$ cat src/rtl/mem_stage_pkg.sv
// Shared constants for the MEM stage: write-back select codes, FSM states,
// abort-hold length and the write-back data selector.
package mem_stage_pkg;

    localparam logic [1:0] WB_ALU = 2'b00;
    localparam logic [1:0] WB_DM  = 2'b01;
    localparam logic [1:0] WB_NPC = 2'b10;

    typedef enum logic {
        IDLE = 1'b0,
        WAIT = 1'b1
    } mem_state_e;

    // Cycles (abort cycle included) during which dm_req/stall_o stay low after a timeout
    localparam logic [1:0] ABORT_HOLD = 2'd2;

    function automatic logic [31:0] wb_select(
        input logic [1:0]  sel,
        input logic [31:0] alu,
        input logic [31:0] dm,
        input logic [31:0] npc
    );
        logic [31:0] data;
        case (sel)
            WB_ALU:  data = alu;
            WB_DM:   data = dm;
            WB_NPC:  data = npc;
            default: data = alu;
        endcase
        return data;
    endfunction

endpackage

$ cat src/rtl/mem_wb_reg.sv
// MEM/WB pipeline register: inserts a bubble while stalled or when the
// instruction is dropped, otherwise captures the retiring result.
module mem_wb_reg (
    input  logic        clk,
    input  logic        rst_n,
    input  logic        i_stall,
    input  logic        i_drop,
    input  logic        i_write,
    input  logic [4:0]  i_waddr,
    input  logic [31:0] i_wdata,
    output logic        o_write,
    output logic [4:0]  o_waddr,
    output logic [31:0] o_wdata
);

    // Result capture; destination and data hold whenever nothing retires
    always_ff @(posedge clk or negedge rst_n) begin
        if (!rst_n) begin
            o_write <= 1'b0;
            o_waddr <= 5'd0;
            o_wdata <= 32'd0;
        end else if (i_stall || i_drop) begin
            o_write <= 1'b0;
        end else begin
            o_write <= i_write;
            o_waddr <= i_waddr;
            o_wdata <= i_wdata;
        end
    end

endmodule

$ cat src/rtl/mem_access_stage.sv
// MEM stage: req/ack data-memory handshake, upstream stall, error reporting
// and MEM/WB register. Optional access timeout enabled by MEM_TIMEOUT_EN.
module mem_access_stage
    import mem_stage_pkg::*;
#(
    parameter int ADDR_W         = 32,
    parameter int TIMEOUT_CYCLES = 255
) (
    input  logic              clk,
    input  logic              rst,
    input  logic              DM_w_MEM,
    input  logic              write_MEM,
    input  logic [4:0]        waddr_MEM,
    input  logic [1:0]        mux_wdata_MEM,
    input  logic [31:0]       alu_MEM,
    input  logic [31:0]       npc_MEM,
    input  logic [31:0]       DM_wdata_MEM,
    output logic              dm_req,
    output logic              dm_we,
    output logic [ADDR_W-1:0] dm_addr,
    output logic [31:0]       dm_wdata,
    input  logic              dm_ack,
    input  logic [31:0]       dm_rdata,
    output logic              stall_o,
    output logic              write_WB,
    output logic [4:0]        waddr_WB,
    output logic [31:0]       wdata_WB,
    output logic              misalign_err,
    output logic [31:0]       err_addr,
    output logic [31:0]       stall_cnt,
    output logic              timeout_err
);

`ifdef MEM_TIMEOUT_EN
    localparam logic TIMEOUT_EN = 1'b1;
`else
    localparam logic TIMEOUT_EN = 1'b0;
`endif
    // Abort fires in the WAIT cycle whose count completes TIMEOUT_CYCLES waits
    localparam logic [7:0] TO_LAST = 8'(TIMEOUT_CYCLES - 1);

    mem_state_e  r_state;
    mem_state_e  w_state_nxt;
    logic [7:0]  r_wait_cnt;
    logic [1:0]  r_hold_cnt;
    logic        r_misal_err;
    logic        r_timeout_err;
    logic [31:0] r_err_addr;
    logic [31:0] r_stall_cnt;

    logic        w_need_acc;
    logic        w_misal;
    logic        w_abort;
    logic        w_hold;
    logic        w_req;
    logic        w_stall;
    logic [31:0] w_wb_data;

    // Request, misalignment, abort and stall decode
    always_comb begin
        w_need_acc = DM_w_MEM | (mux_wdata_MEM == WB_DM);
        w_misal    = w_need_acc & (alu_MEM[1:0] != 2'b00);
        w_abort    = TIMEOUT_EN & (r_state == WAIT) & (r_wait_cnt == TO_LAST);
        w_hold     = w_abort | (r_hold_cnt != 2'd0);
        w_req      = rst & w_need_acc & ~w_misal & ~w_hold;
        w_stall    = w_req & ~dm_ack;
        w_wb_data  = wb_select(mux_wdata_MEM, alu_MEM, dm_rdata, npc_MEM);
    end

    // Next-state logic for the access FSM
    always_comb begin
        w_state_nxt = r_state;
        case (r_state)
            IDLE: begin
                if (w_stall) begin
                    w_state_nxt = WAIT;
                end else begin
                    w_state_nxt = IDLE;
                end
            end
            WAIT: begin
                if (w_abort || (w_req && dm_ack)) begin
                    w_state_nxt = IDLE;
                end else begin
                    w_state_nxt = WAIT;
                end
            end
            default: w_state_nxt = IDLE;
        endcase
    end

    // FSM state register
    always_ff @(posedge clk or negedge rst) begin
        if (!rst) begin
            r_state <= IDLE;
        end else begin
            r_state <= w_state_nxt;
        end
    end

    // Wait counter (zero on the first WAIT cycle) and post-abort hold counter
    always_ff @(posedge clk or negedge rst) begin
        if (!rst) begin
            r_wait_cnt <= 8'd0;
            r_hold_cnt <= 2'd0;
        end else begin
            if (r_state == IDLE) begin
                r_wait_cnt <= 8'd0;
            end else begin
                r_wait_cnt <= r_wait_cnt + 8'd1;
            end
            if (w_abort) begin
                r_hold_cnt <= ABORT_HOLD - 2'd1;
            end else if (r_hold_cnt != 2'd0) begin
                r_hold_cnt <= r_hold_cnt - 2'd1;
            end else begin
                r_hold_cnt <= 2'd0;
            end
        end
    end

    // Error pulses, captured error address and saturating stall counter
    always_ff @(posedge clk or negedge rst) begin
        if (!rst) begin
            r_misal_err   <= 1'b0;
            r_timeout_err <= 1'b0;
            r_err_addr    <= 32'd0;
            r_stall_cnt   <= 32'd0;
        end else begin
            r_misal_err   <= ~w_stall & w_misal;
            r_timeout_err <= w_abort;
            if ((~w_stall & w_misal) | w_abort) begin
                r_err_addr <= alu_MEM;
            end else begin
                r_err_addr <= r_err_addr;
            end
            if (w_stall && (r_stall_cnt != 32'hFFFF_FFFF)) begin
                r_stall_cnt <= r_stall_cnt + 32'd1;
            end else begin
                r_stall_cnt <= r_stall_cnt;
            end
        end
    end

    mem_wb_reg u_mem_wb_reg (
        .clk     (clk),
        .rst_n   (rst),
        .i_stall (w_stall),
        .i_drop  (w_misal | w_abort),
        .i_write (write_MEM),
        .i_waddr (waddr_MEM),
        .i_wdata (w_wb_data),
        .o_write (write_WB),
        .o_waddr (waddr_WB),
        .o_wdata (wdata_WB)
    );

    assign dm_req       = w_req;
    assign dm_we        = DM_w_MEM;
    assign dm_addr      = alu_MEM[ADDR_W-1:0];
    assign dm_wdata     = DM_wdata_MEM;
    assign stall_o      = w_stall;
    assign misalign_err = r_misal_err;
    assign timeout_err  = r_timeout_err;
    assign err_addr     = r_err_addr;
    assign stall_cnt    = r_stall_cnt;

endmodule

$ cat config.mk
export PLATFORM = sky130hd
export DESIGN_NAME = mem_access_stage
export DESIGN_NICKNAME = d
export VERILOG_FILES = /design/src/rtl/mem_stage_pkg.sv /design/src/rtl/mem_wb_reg.sv /design/src/rtl/mem_access_stage.sv
export SDC_FILE = /design/constraint.sdc
export NUM_CORES = 1
export LEC_CHECK = 0
export ABC_AREA = 1
export BUFFER_PORTS_ARGS = -buffer_cell sky130_fd_sc_hd__buf_4
export CAP_MARGIN = 20
export CORE_MARGIN = 8
export CORE_UTILIZATION = 45
export CTS_BUF_LIST = sky130_fd_sc_hd__clkbuf_4
export CTS_CLUSTER_SIZE = 20
export DETAILED_ROUTE_END_ITERATION = 16
export PLACE_DENSITY = 0.81
export SYNTH_ARGS = -nofsm -noshare
export SYNTH_HDL_FRONTEND = slang
export SYNTH_SLANG_ARGS = --single-unit
$ cat constraint.sdc
create_clock -name clk -period 1.71 [get_ports clk]
set_input_delay 0.0855 -clock clk [delete_from_list [all_inputs] [get_ports clk]]
set_output_delay 0.0855 -clock clk [all_outputs]
set_load 0.05 [all_outputs]
==> metrics.csv, run 1 <==
stage,metric,value,unit
run_status,outcome,finished clean,
worst_hold_path,min-delay src,dm_rdata[31],
yosys,ys async rst share,100,%
floorplan,I/O Pins,311,
finish,Fillers,984,
clock_network,TritonCTS Sinks,105,
clock_network,CTS tree,built,
placement,Detailed Place HPWL,14.7,mm
yosys,Post-Synthesis Cells,743,
finish,fraction of layout cells with a size suffix above 1,33.2,%
setup_path,Setup crit end kind,register,
yosys,Mapped Nets,886,
setup_path,crit path launch,mux_wdata_MEM[0],
sta,fin. max-slew vios,0,
setup_path,reg2reg start,r_hold_cnt[0],
route,post-route ant nets,0,
yosys,post-synth top area cell,dfrtp_1,
grt,pin count of the biggest net entering global routing,106,
yosys,Synth cell types,25,
setup_path,Critical-path top delay cell,ha_2,
sta,Final Critical Period,1.64,ns
job,max-cap viol count,0,
sta,FMAX,608,MHz
yosys,Synth Cell Area,5950,µm²
clock_network,CTS root buf,clkbuf_4,
setup_path,Bufs and invs on worst path,3,
sta,Fin Clk Skew,0.0174,ns
setup_path,CP Class,in2reg,
power_and_ir_drop,Int Power,0.00417,W
setup_path,gate family responsible for the most delay along the worst path,buffers and inverters,
floorplan,Die Area,17200,µm²
clock_network,CTS H-Tree Depth,3,
power_and_ir_drop,PD cells,812,nW/µm²
sta,period utilization,96.1,%
setup_path,startpoint types,input pin,
finish,Layout Utilization,66.5,%
power_and_ir_drop,switch share,41.0,%
sta,Final Hold Fails,0,
worst_hold_path,Hold Crit Class,in2reg,
yosys,commonest cells in the netlist,"nand2_1, dfrtp_1, buf_4, nor2_1, o21ai_0",
route,number of vias in the routed layout,6420,
setup_path,peak fanout along the critical path,32,
yosys,Yosys Warn Count,0,
yosys,cell with the most instances after synthesis,nand2_1,
placement,port buffer count,245,
grt,number of global-route vias before repair,6577,
route,1st-pass router iterations,5,
route,drt initial violations,479,
yosys,Syn Area/Cell,8.01,µm²
yosys,Synth Register Bits,105,
sta,setup TNS,0,ns
floorplan,Die Y,131,µm
power_and_ir_drop,sequential share of power,41.6,%
sta,Rel. slew slack,53.9,%
clock_network,Longest Clk Path Bufs,2,
yosys,largest cells by area after synthesis,"dfrtp_1, nand2_1, buf_4",
yosys,prevailing post-synth register cell,dfrtp_1,
finish,Area growth syn-to-layout,46.1,%
route,wire length per cell,19.3,µm
sta,endpoints failing setup,0,
power_and_ir_drop,Gate power share,39.9,%
route,DRC Markers,0,
floorplan,Horiz. Die Dim,131,µm
floorplan,core area,13100,µm²
yosys,Post-synth EDFFs,0,
finish,net count of the finished layout,1154,
setup_path,CP peak stage delay,0.63,ns
clock_network,cts bufs inserted,9,
grt,GRT Util Overall,26.8,%
power_and_ir_drop,switching pwr,0.00290,W
sta,RSZ-0062 raised after global routing,yes,
floorplan,Initial Utilization,45.5,%
setup_path,WP data required,2.09,ns
power_and_ir_drop,clock share of power,18.5,%
floorplan,site row count,42,
route,Via-to-Cell Ratio,5.38,
sta,Slew @ Worst Pin,0.692,ns
route,drt total wl,23.0,mm
power_and_ir_drop,VDD IR max,0.000493,V
grt,global-route wire length before repair,35.1,mm
yosys,register area share after synthesis,44.2,%
setup_path,critical path cell sequence,buf_4 -> inv_1 -> ha_2 -> a22o_1 -> dlygate4sd3_1 -> mux2i_1 -> o21ai_0,
clock_network,Clock transition at path regs,0.16,ns
setup_path,critical path arrival,2.02,ns
clock_network,Worst-Skew Late Latency,0.49,ns
grt,Overflow after GRT,0,
placement,Routability Congestion,0.897,
power_and_ir_drop,Leak,4.43,nW
yosys,Synth top area share,44.2,%
grt,antenna violations before repair,1,
## power groups by stage
stage | Clock [W] | Combinational (W) | Sequential, W
2_1_floorplan | 0 | 0.000910 | 0.00386
3_3_place_gp | 0 | 0.00254 | 0.00296
3_5_place_dp | 0 | 0.00256 | 0.00296
4_1_cts | 0.00132 | 0.00272 | 0.00292
5_1_grt | 0.00141 | 0.00294 | 0.00297
6_report | 0.00130 | 0.00282 | 0.00294
## state kept, by name, indices dropped and copies added, names as in the netlist
name / count
misalign_err: 1
err_addr: 32
stall_cnt: 32
u_mem_wb_reg.o_write: 1
u_mem_wb_reg.o_waddr: 5
r_hold_cnt: 2
u_mem_wb_reg.o_wdata: 32
## path summary, 6_finish.rpt
| check | end | slack [ns] | cells past startpoint |
|---|---|---|---|
| setup / recovery | u_mem_wb_reg.o_wdata[17] | 0.07 | 7 |
| hold / removal | u_mem_wb_reg.o_wdata[31] | 0.04 | 4 |
| setup reg to reg | u_mem_wb_reg.o_wdata[17] | 0.08 | 10 |
| hold reg to reg | err_addr[27] | 0.50 | 2 |
| max in group asynchronous | stall_cnt[26] | 1.03 | 3 |
| min in group asynchronous | stall_cnt[31] | 0.20 | 3 |
## layout by cell type, fill, tap and decap left out, drive strengths merged
master	count
a22o	32
and2	1
buf	270
bufinv	1
clkbuf	12
clkinv	4
conb	1
dfrtp	105
diode	2
dlygate4sd3	83
ha	3
inv	37
mux2i	32
nand2	281
nand3	28
nand3b	3
nand4	11
nor2	61
nor3	1
o21ai	37
xnor2	6
xor2	7
## cell type report
cell class	instances	area (µm²)	share of cell area, %
Antenna cell	2	5.00	0.0576
Clock inverter	5	46.3	0.532
Timing Repair Buffer	354	2960	34.1
Multi-Input combinational cell	504	2570	29.6
Tap cell	176	220	2.53
Clock buffer	11	82.6	0.950
Sequential cell	105	2660	30.6
Inverter	37	144	1.65
## stage by stage
stage	total power, W	hold slack [ns]	cell area (µm²)	std cells	setup slack, ns
2_1_floorplan	0.00477	-0.210	6000	743	0.00426
3_3_place_gp	0.00550	0.171	7630	1087	0.0679
3_5_place_dp	0.00552	0.171	7630	1087	0.0176
4_1_cts	0.00697	0.000106	8630	1189	0.0320
5_1_grt	0.00732	0.0129	8690	1193	-0.0187
6_report	0.00706	0.0364	8700	1194	0.0664
## what timing repair did
| action | CTS | global route |
|---|---|---|
| gates resized for setup | 5 | 8 |
| setup endpoints to repair | 1 | 59 |
| pin swaps | 0 | 2 |
| buffers inserted | 3 | 2 |
| cloned | 0 | 1 |
| hold endpoints to repair | 175 | 0 |
| hold buffers | 83 | 0 |
## per-layer routing
| metal | global-route usage (%) | up-vias | routed length [µm] |
|---|---|---|---|
| met5 | 0 | - | 0 |
| met4 | 17.4 | 0 | 1580 |
| met3 | 9.90 | 110 | 2510 |
| met2 | 43.7 | 432 | 11000 |
| met1 | 28.9 | 3038 | 7890 |
| li1 | - | 2840 | - |
## kinds of logic after synthesis
family          synth area share [%]
other cells                   0.0630
buf+inv                         13.2
mux                             5.38
compound gates                  7.82
fa+ha+maj                      0.631
xor+xnor                        1.91
simple gates                    26.8
flops                           44.2
## worst register-to-register path, delay by kind of cell (launching register included)
family,cells,cell delay (ns)
simple gates,5,0.43
flops,1,0.40
buf+inv,4,0.56
compound gates,1,0.13
Power figures use the tool's default switching activity.
==> run 2: changes to the inputs <==
Settings changed: CORE_UTILIZATION 45 to 43.
Clock period 1.71 ns to 1.4 ns, I/O delays scaled along.
==> metrics.csv, run 2 (same netlist as run 1, synthesis figures left out) <==
stage,metric,value,unit,change
sta,Fin Clk Skew,0.0302,ns,was 0.0174 ns
sta,post-route setup slack,-0.305,ns,was 0.0664 ns
setup_path,startpoint types,register,,was input pin
setup_path,peak fanout along the critical path,7,,was 32
setup_path,CP Class,reg2reg,,was in2reg
run_status,outcome,finished with violations,,was finished clean
route,1st-pass router iterations,6,,was 5
clock_network,Clock transition at path regs,0.19,ns,was 0.16 ns
power_and_ir_drop,Gate power share,44.6,%,was 39.9%
floorplan,Die Area,17900,µm²,was 17200 µm²
clock_network,cts bufs inserted,9,,unchanged
sta,FMAX,586,MHz,
sta,RSZ-0062 raised after global routing,yes,,unchanged
worst_hold_path,Hold Path Cell Cnt,4,,unchanged
setup_path,CP peak stage delay,0.42,ns,was 0.63 ns
placement,DP Cell Count,1158,,was 1087
finish,Area growth syn-to-layout,80.0,%,was 46.1%
grt,pin count of the biggest net entering global routing,106,,unchanged
setup_path,WP data required,1.83,ns,was 2.09 ns
grt,global-route wire length before repair,41.1,mm,was 35.1 mm
setup_path,critical path arrival,2.13,ns,was 2.02 ns
grt,GRT Util Overall,29.3,%,was 26.8%
grt,antenna violations before repair,1,,unchanged
setup_path,Setup crit end kind,register,,unchanged
finish,"commonest cells after routing, fill and taps aside","buf_4, nand2_1, dlygate4sd3_1",,"was nand2_1, buf_4, dlygate4sd3_1"
route,wire length per cell,23.2,µm,was 19.3 µm
worst_hold_path,Hold EP,u_mem_wb_reg.o_wdata[5],,was u_mem_wb_reg.o_wdata[31]
clock_network,TritonCTS Sinks,105,,unchanged
run_status,failing checks,"hold timing, setup timing",,
placement,Routability Congestion,0.941,,was 0.897
floorplan,Horiz. Die Dim,134,µm,was 131 µm
route,drt total wl,30.4,mm,was 23.0 mm
floorplan,site row count,43,,was 42
finish,"most common cell after layout, fill and taps aside",buf_4,,was nand2_1
setup_path,R2R Path End,u_mem_wb_reg.o_wdata[13],,was u_mem_wb_reg.o_wdata[17]
job,max-cap viol count,0,,unchanged
worst_hold_path,min-delay src,dm_rdata[5],,was dm_rdata[31]
setup_path,Critical-path top delay cell,dfrtp_1,,was ha_2
route,number of vias in the routed layout,7572,,was 6420
clock_network,Longest Clk Path Bufs,2,,unchanged
placement,Detailed Place HPWL,15.7,mm,was 14.7 mm
setup_path,gate family responsible for the most delay along the worst path,buffers and inverters,,unchanged
sta,hold_ws,-0.0274,ns,was 0.0364 ns
sta,Final Hold Fails,1,,was 0
setup_path,reg2reg start,r_hold_cnt[0],,unchanged
floorplan,Die Y,134,µm,was 131 µm
route,post-route ant nets,0,,unchanged
worst_hold_path,Hold Crit Class,in2reg,,unchanged
finish,fraction of layout cells with a size suffix above 1,52.1,%,was 33.2%
clock_network,CTS root buf,clkbuf_4,,unchanged
power_and_ir_drop,PD cells,898,nW/µm²,was 812 nW/µm²
sta,Slew @ Worst Pin,0.729,ns,was 0.692 ns
clock_network,CTS tree,built,,unchanged
route,Via-to-Cell Ratio,5.78,,was 5.38
setup_path,CP dominant cell by count,buf_6,,
finish,final std cells w/o fill,1310,,was 1194
floorplan,I/O Pins,311,,unchanged
power_and_ir_drop,sequential share of power,38.2,%,was 41.6%
floorplan,Initial Utilization,43.4,%,was 45.5%
setup_path,Bufs and invs on worst path,5,,was 3
route,drt initial violations,725,,was 479
sta,Rel. slew slack,51.4,%,was 53.9%
power_and_ir_drop,VDD IR max,0.000852,V,was 0.000493 V
power_and_ir_drop,switch share,42.6,%,was 41.0%
clock_network,Worst-Skew Late Latency,0.51,ns,was 0.49 ns
setup_path,"reg-to-reg slack, setup",-0.31,ns,was 0.08 ns
grt,number of global-route vias before repair,7753,,was 6577
route,DRC Markers,0,,unchanged
power_and_ir_drop,switching pwr,0.00410,W,was 0.00290 W
setup_path,crit path launch,r_hold_cnt[0],,was mux_wdata_MEM[0]
finish,net count of the finished layout,1268,,was 1154
power_and_ir_drop,Leak,5.40,nW,was 4.43 nW
clock_network,CTS H-Tree Depth,3,,unchanged
setup_path,critical path cell sequence,inv_1 -> nand2_1 -> nor2_2 -> nand3_2 -> buf_6 -> buf_6 -> nand2_8 -> buf_12 -> buf_16 -> nand2_4 -> o21ai_1,,was buf_4 -> inv_1 -> ha_2 -> a22o_1 -> dlygate4sd3_1 -> mux2i_1 -> o21ai_0
power_and_ir_drop,clock share of power,17.2,%,was 18.5%
placement,pre-CTS WS,-0.194,ns,was 0.0176 ns
setup_path,Reg2Reg Depth,11,,was 10
sta,fin. max-slew vios,0,,unchanged
placement,port buffer count,245,,unchanged
power_and_ir_drop,Int Power,0.00552,W,was 0.00417 W
floorplan,core area,13700,µm²,was 13100 µm²
sta,Final Critical Period,1.71,ns,
sta,endpoints failing setup,75,,was 0
sta,period utilization,122,%,
grt,Overflow after GRT,0,,unchanged
## run 2: cell types whose count changed in the layout (fill, tap and decap cells not counted), moves of 20 or more
cell / before / now
nand2_1: 276 / 200
nand2_2: 2 / 56
buf_4: 263 / 309
o21ai_0: 37 / 2
buf_6: 1 / 34
o21ai_2: 0 / 26
nand2_4: 3 / 23
## run 2: worst max-delay path by stage
| stage | endpoint | slack [ns] | depth (start not counted) |
|---|---|---|---|
| detailed placement | u_mem_wb_reg.o_wdata[17] | -0.19 | 10 |
| global placement | stall_cnt[28] | -0.11 | 11 |
| finish | u_mem_wb_reg.o_wdata[13] | -0.31 | 11 |
| CTS | stall_o | -0.22 | 7 |
| floorplan | stall_cnt[20] | -0.24 | 11 |
| global route | stall_o | -0.38 | 7 |
## run 2: cell type report
type	count	area, µm²
sequential	105	2670
timing repair inverter	1	16.3
clock inverter	5	47.5
tap	180	225
antenna	1	2.50
fill	748	3010
timing repair buffer	467	4330
clock buffer	10	75.1
multi-input combinational	504	3200
inverter	37	151
## run 2: worst reg2reg max path: stages (launching register included)
cell and delay, ns:
dfrtp_1 0.42, inv_1 0.06, nand2_1 0.06, nor2_2 0.14, nand3_2 0.11, buf_6 0.15
buf_6 0.12, nand2_8 0.12, buf_12 0.15, buf_16 0.15, nand2_4 0.06, o21ai_1 0.09
## run 2: per-stage QoR
stage	area (µm²)	util (%)	setup TNS, ns	total power (W)
after CTS	9930	72.4	-9.20	0.00887
after global placement	8150	59.4	-5.06	0.00679
final	10700	78.1	-15.25	0.00962
after global routing	10700	78.1	-21.93	0.00985
after detailed placement	8150	59.4	-8.15	0.00684
after floorplan	6010	-	-6.27	0.00583
## run 2: power by group through the flow
stage	registers [W]	clock network [W]	logic [W]
after floorplan	0.00472	0	0.00112
after global placement	0.00360	0	0.00319
after detailed placement	0.00360	0	0.00324
after CTS	0.00355	0.00161	0.00371
after global routing	0.00370	0.00174	0.00441
final	0.00367	0.00166	0.00429
## run 2: what timing repair did
| item | CTS | global route |
|---|---|---|
| pin swaps | 32 | 41 |
| setup buffers | 23 | 12 |
| hold buffers | 86 | 4 |
| endpoints found under the setup margin | 70 | 85 |
| gates resized for setup | 97 | 191 |
| cloned | 10 | 5 |
| hold endpoints to repair | 174 | 2 |
## run 2: metal layers
metal,track usage (%),up-vias,part of all wire [%]
met5,0,-,0
met1,30.1,3564,32
met2,49.8,669,49
met3,8.89,246,10
met4,21.7,0,8.7
li1,-,3093,-
